`config.mk`:
```
export PLATFORM = sky130hd
export DESIGN_NAME = gray_decoder
export DESIGN_NICKNAME = d
export VERILOG_FILES = /design/src/rtl/gray_pkg.sv /design/src/rtl/sync_filter.sv /design/src/rtl/gray_decoder.sv
export SDC_FILE = /design/constraint.sdc
export NUM_CORES = 1
export LEC_CHECK = 0
export ABC_AREA = 1
export ABC_CLOCK_PERIOD_IN_PS = 3900
export BUFFER_PORTS_ARGS = -buffer_cell sky130_fd_sc_hd__buf_4
export CAP_MARGIN = 0
export CELL_PAD_IN_SITES_DETAIL_PLACEMENT = 1
export CELL_PAD_IN_SITES_GLOBAL_PLACEMENT = 2
export CORE_MARGIN = 1
export CORE_UTILIZATION = 30
export CTS_CLUSTER_SIZE = 30
export DETAILED_ROUTE_END_ITERATION = 12
export PLACE_DENSITY_LB_ADDON = 0.1
export SLEW_MARGIN = 20
export SYNTH_ARGS = -nofsm -noshare
export SYNTH_HDL_FRONTEND = slang
export SYNTH_SLANG_ARGS = --single-unit
```
`constraint.sdc`:
```
create_clock -name clk -period 3.9 [get_ports clk]
set_clock_uncertainty 0.05 [all_clocks]
set_input_delay 0.78 -clock clk [delete_from_list [all_inputs] [get_ports clk]]
set_output_delay 0.78 -clock clk [all_outputs]
set_load 0.05 [all_outputs]
```
`src/rtl/gray_pkg.sv`:
```
// Shared types and the Gray-to-binary conversion used by the Gray input decoder.
package gray_pkg;

  localparam int unsigned GRAY_MAX = 32;

  typedef enum logic {
    INIT  = 1'b0,
    TRACK = 1'b1
  } state_t;

  // Zero-extended callers get the correct result for any width up to GRAY_MAX,
  // since the XOR of leading zeros leaves the lower bits untouched.
  function automatic logic [GRAY_MAX-1:0] gray2bin(input logic [GRAY_MAX-1:0] g);
    logic [GRAY_MAX-1:0] b;
    b[GRAY_MAX-1] = g[GRAY_MAX-1];
    for (int i = GRAY_MAX - 2; i >= 0; i--) begin
      b[i] = b[i+1] ^ g[i];
    end
    return b;
  endfunction

endpackage

```
`src/rtl/sync_filter.sv`:
```
// Two-flop synchronizer followed by a saturating stability counter.
// accept fires while a candidate has been stable for the full window and the top says it is new.
module sync_filter
  import gray_pkg::*;
#(
  parameter int unsigned BITS      = 5,
  parameter int unsigned FILT_LOG2 = 2
) (
  input  logic            clk,
  input  logic            resetn,
  input  logic [BITS-1:0] gray_in,
  input  logic            new_ok,
  output logic [BITS-1:0] cand,
  output logic            accept
);

  localparam logic [FILT_LOG2-1:0] CNT_MAX = '1;

  logic [BITS-1:0]      sync1;
  logic [BITS-1:0]      sync2;
  logic [FILT_LOG2-1:0] cnt;

  always_ff @(posedge clk or negedge resetn) begin
    if (!resetn) begin
      sync1 <= '0;
      sync2 <= '0;
      cand  <= '0;
      cnt   <= '0;
    end else begin
      sync1 <= gray_in;
      sync2 <= sync1;
      if (sync2 != cand) begin
        cand <= sync2;
        cnt  <= '0;
      end else if (cnt != CNT_MAX) begin
        cnt <= cnt + 1'b1;
      end
    end
  end

  assign accept = (sync2 == cand) && (cnt == CNT_MAX) && new_ok;

endmodule

```
`src/rtl/gray_decoder.sv`:
```
// Gray input decoder: filtered Gray bus to binary, step classification, position and error flags.
module gray_decoder
  import gray_pkg::*;
#(
  parameter int unsigned BITS      = 5,
  parameter int unsigned FILT_LOG2 = 2,
  parameter int unsigned POS_BITS  = 16
) (
  input  logic                clk,
  input  logic                resetn,
  input  logic [BITS-1:0]     gray_in,
  input  logic                err_clr,
  output logic [BITS-1:0]     bin_out,
  output logic                step_up,
  output logic                step_dn,
  output logic                step_err,
  output logic                err_sticky,
  output logic                primed,
  output logic [POS_BITS-1:0] position
);

  state_t              state, state_nxt;
  logic [BITS-1:0]     cand;
  logic                accept;
  logic                new_ok;
  logic [BITS-1:0]     cand_bin;
  logic [BITS-1:0]     delta;
  logic [BITS-1:0]     bin_nxt;
  logic [POS_BITS-1:0] pos_nxt;
  logic                err_nxt, primed_nxt, up_nxt, dn_nxt, er_nxt;

  sync_filter #(
    .BITS      (BITS),
    .FILT_LOG2 (FILT_LOG2)
  ) u_sync_filter (
    .clk     (clk),
    .resetn  (resetn),
    .gray_in (gray_in),
    .new_ok  (new_ok),
    .cand    (cand),
    .accept  (accept)
  );

  assign cand_bin = BITS'(gray2bin(GRAY_MAX'(cand)));
  assign delta    = cand_bin - bin_out;
  // The first value after reset is accepted even when it equals the reset value of bin_out.
  assign new_ok   = (state == INIT) || (cand_bin != bin_out);

  always_ff @(posedge clk or negedge resetn) begin
    if (!resetn) begin
      state <= INIT;
    end else begin
      state <= state_nxt;
    end
  end

  always_comb begin
    state_nxt  = state;
    bin_nxt    = bin_out;
    pos_nxt    = position;
    err_nxt    = err_sticky & ~err_clr;
    primed_nxt = primed;
    up_nxt     = 1'b0;
    dn_nxt     = 1'b0;
    er_nxt     = 1'b0;
    if (accept) begin
      bin_nxt = cand_bin;
      case (state)
        INIT: begin
          state_nxt  = TRACK;
          primed_nxt = 1'b1;
        end
        TRACK: begin
          if (delta == BITS'(1)) begin
            up_nxt  = 1'b1;
            pos_nxt = position + POS_BITS'(1);
          end else if (delta == {BITS{1'b1}}) begin
            dn_nxt  = 1'b1;
            pos_nxt = position - POS_BITS'(1);
          end else begin
            er_nxt  = 1'b1;
            err_nxt = 1'b1;
          end
        end
        default: state_nxt = INIT;
      endcase
    end
  end

  always_ff @(posedge clk or negedge resetn) begin
    if (!resetn) begin
      bin_out    <= '0;
      position   <= '0;
      err_sticky <= 1'b0;
      primed     <= 1'b0;
      step_up    <= 1'b0;
      step_dn    <= 1'b0;
      step_err   <= 1'b0;
    end else begin
      bin_out    <= bin_nxt;
      position   <= pos_nxt;
      err_sticky <= err_nxt;
      primed     <= primed_nxt;
      step_up    <= up_nxt;
      step_dn    <= dn_nxt;
      step_err   <= er_nxt;
    end
  end

endmodule

```
==> results_dict.tcl <==
set metrics [dict create \
    synth_cells 338 \
    critPathKind "register to register" \
    grt_max_degree 45 \
    dpl_worst_slack_ns -0.151 \
    ys_types 32 \
    critPathMostFrequentCell "nand2_2" \
    yosys-top-cells-area "dfrtp_1 (41%), nand2_1 (14%), ha_1 (9.3%)" \
    cts_sinks 44 \
    netlist_area_sq_mm 0.00270 \
    syn_nets 368 \
    firstDrtPassIters 4 \
    drive_gt1_share_pct 38.9 \
    layout_common_cells "nand2_1 (74), buf_4 (62), dfrtp_1 (44)" \
    fin_crit_ns 3.75 \
    portBuffers 33 \
    cpPeakStageDelay_ns 0.54 \
    design.core.area_sq_mm 0.00872 \
    gp_congestion 0.785 \
    drc 0 \
    worst_path_max_delay_cell "fa_2" \
    rsz0062_at_grt "yes" \
    yosysTopAreaCell "dfrtp_1" \
    grt_use_total_pct 16.7 \
    die_w_um 96.9 \
    crit_fanout 6 \
    slew_headroom_pct 61.3 \
    viasPerCell 4.69 \
    slew_violations 0 \
    outcome "completed" \
    fin_ws_ns 0.153 \
    die-area_sq_mm 0.00939 \
    die_y_um 96.9 \
    fillers 1022 \
    utilization_pct 43.7 \
    cp_top_family "simple AND/OR/NAND/NOR gates" \
    hold_path_class "register to register" \
    power_density_mw_per_mm2 269 \
    place_area_sq_mm 0.00317 \
    grt-ovfl-total 0 \
    stdcell_area_sq_mm 0.00381 \
    cts_buffers 5 \
    drt.antenna.violating_nets 0 \
    fin_nets 433 \
    clkTransAtPathRegs_ns 0.09 \
    cts.hold.buffers_added 0 \
    htreeDepth 2 \
    cp-end-kind "register" \
    hpwlAfterDp_um 5300 \
    yosys.area.top_type_share_pct 40.7 \
    peakVddDrop_mv 0.161 \
    worst_slew_pin_slew_ns 0.581 \
    tritoncts "built" \
    cts-root-buf "clkbuf_8" \
    antennaDiodeCount 0 \
    grt_antenna_before_repair 0 \
    fmax_mhz 267 \
    syn_area_per_cell_sq_um 8.00 \
    cp.required_ns 4.10 \
    whs_ns 0.306 \
    io_pins 34 \
    seq_area_frac_synth_pct 40.7 \
    crit_arrival_ns 3.95 \
    insertion_delay_ns 0.31 \
    via_count 2400 \
    layout_commonest_cell "nand2_1" \
    routed_wl_um 7830 \
    core.rowCount 34 \
    grt_pass1_wl_um 12700 \
    crit_path_start_kind "register" \
    p_leak_nw 1.94 \
    yosys_warnings 0 \
    first_global_vias 2451 \
    post-route-period-util_pct 96.1 \
    cap_violations 0 \
    stdcell_count 512 \
    syn_to_final_growth_pct 41.1 \
    clockBufferDepth 2 \
    critPathBufInv 3 \
    setup_tns_ns 0 \
    r2r_slack_ns 0.15 \
    p_total_mw 1.03 \
    setup_viol 0 \
    initial_core_util_pct 31.0 \
    drt-initial-drc-count 75 \
    routedWlPerCell_um 15.3 \
    synth-seq-cells 44 \
    hold_violations 0 \
    dp.cells 487 \
]
-- synth_stat cells --
master    instances
nand2_1         104
dfrtp_1          44
inv_1            33
nand3_1          24
ha_1             20
nor2_1           19
a21oi_1          17
o21ai_0          12
o21ai_1          11
xor2_1           11
clkbuf_1          5
nor3_1            5
xnor2_1           5
nand2_2           4
buf_2             3
nand3_2           3
fa_1              2
inv_2             2
a21oi_2           1
buf_6             1
mux2i_1           1
nand3_4           1
nand3b_1          1
nor2_4            1
nor2_8            1
o211ai_1          1
o21a_1            1
o21bai_1          1
o22ai_1           1
or2_0             1
or2_2             1
xnor2_2           1
-- area by class of cell --
cell class / count / area, sq um / area share (%)
Sequential cell: 44 / 1100 / 28.9
Multi-Input combinational cell: 251 / 1810 / 47.5
Timing Repair Buffer: 66 / 519 / 13.6
Tap cell: 108 / 135 / 3.54
Clock buffer: 5 / 68.8 / 1.81
Clock inverter: 3 / 46.3 / 1.21
Inverter: 35 / 131 / 3.45
-- per-layer routing --
metal	vias up	global-route usage, %	wire, um
met5	-	0	0
met4	0	3.79	72
met3	6	2.75	177
met2	31	25.5	3620
met1	1147	24.8	3960
li1	1216	-	-
-- power breakdown --
group | switching (mW) | internal, mW
logic | 0.100 | 0.0758
registers | 0.00584 | 0.464
clock network | 0.187 | 0.193
total | 0.292 | 0.733
-- timing repair --
item | in CTS | in global routing
gates cloned | 1 | 0
gates resized for setup | 4 | 84
setup endpoints to repair | 7 | 12
setup buffers | 0 | 16
pin swaps | 0 | 32
-- registers in the layout, indices dropped and copies added (netlist names) --
register / count
state: 1
step_dn: 1
step_up: 1
bin_out: 5
primed: 1
u_sync_filter.sync1: 5
err_sticky: 1
u_sync_filter.cnt: 2
u_sync_filter.cand: 5
position: 16
step_err: 1
u_sync_filter.sync2: 5
-- logic make-up (layout without fill, tap and decap cells) --
group,Yosys count,in the layout,synth area share (%)
buffers and inverters,44,109,6.53
AOI/OAI and AO/OA,45,45,8.80
adders and majority gates,22,22,10.7
muxes,1,1,0.370
DFF,44,44,40.7
and+or+nand+nor,165,166,27.0
xor gates and xnor gates,17,17,5.79
-- worst paths after layout --
kind,startpoint,to,depth (start not counted)
worst min register to register,u_sync_filter.sync1[1]$_DFF_PN0_,u_sync_filter.sync2[1]$_DFF_PN0_,0
worst max register to register,u_sync_filter.cand[4]$_DFFE_PN0P_,position[9]$_DFFE_PN0P_,25
min in group asynchronous,resetn,bin_out[3]$_DFFE_PN0P_,1
max in group asynchronous,resetn,u_sync_filter.cnt[1]$_DFFE_PN0P_,1
worst min-delay path,u_sync_filter.sync1[1]$_DFF_PN0_,u_sync_filter.sync2[1]$_DFF_PN0_,0
worst max-delay path,u_sync_filter.cand[4]$_DFFE_PN0P_,position[9]$_DFFE_PN0P_,25
Note: power is estimated with default switching activity, not from simulation.
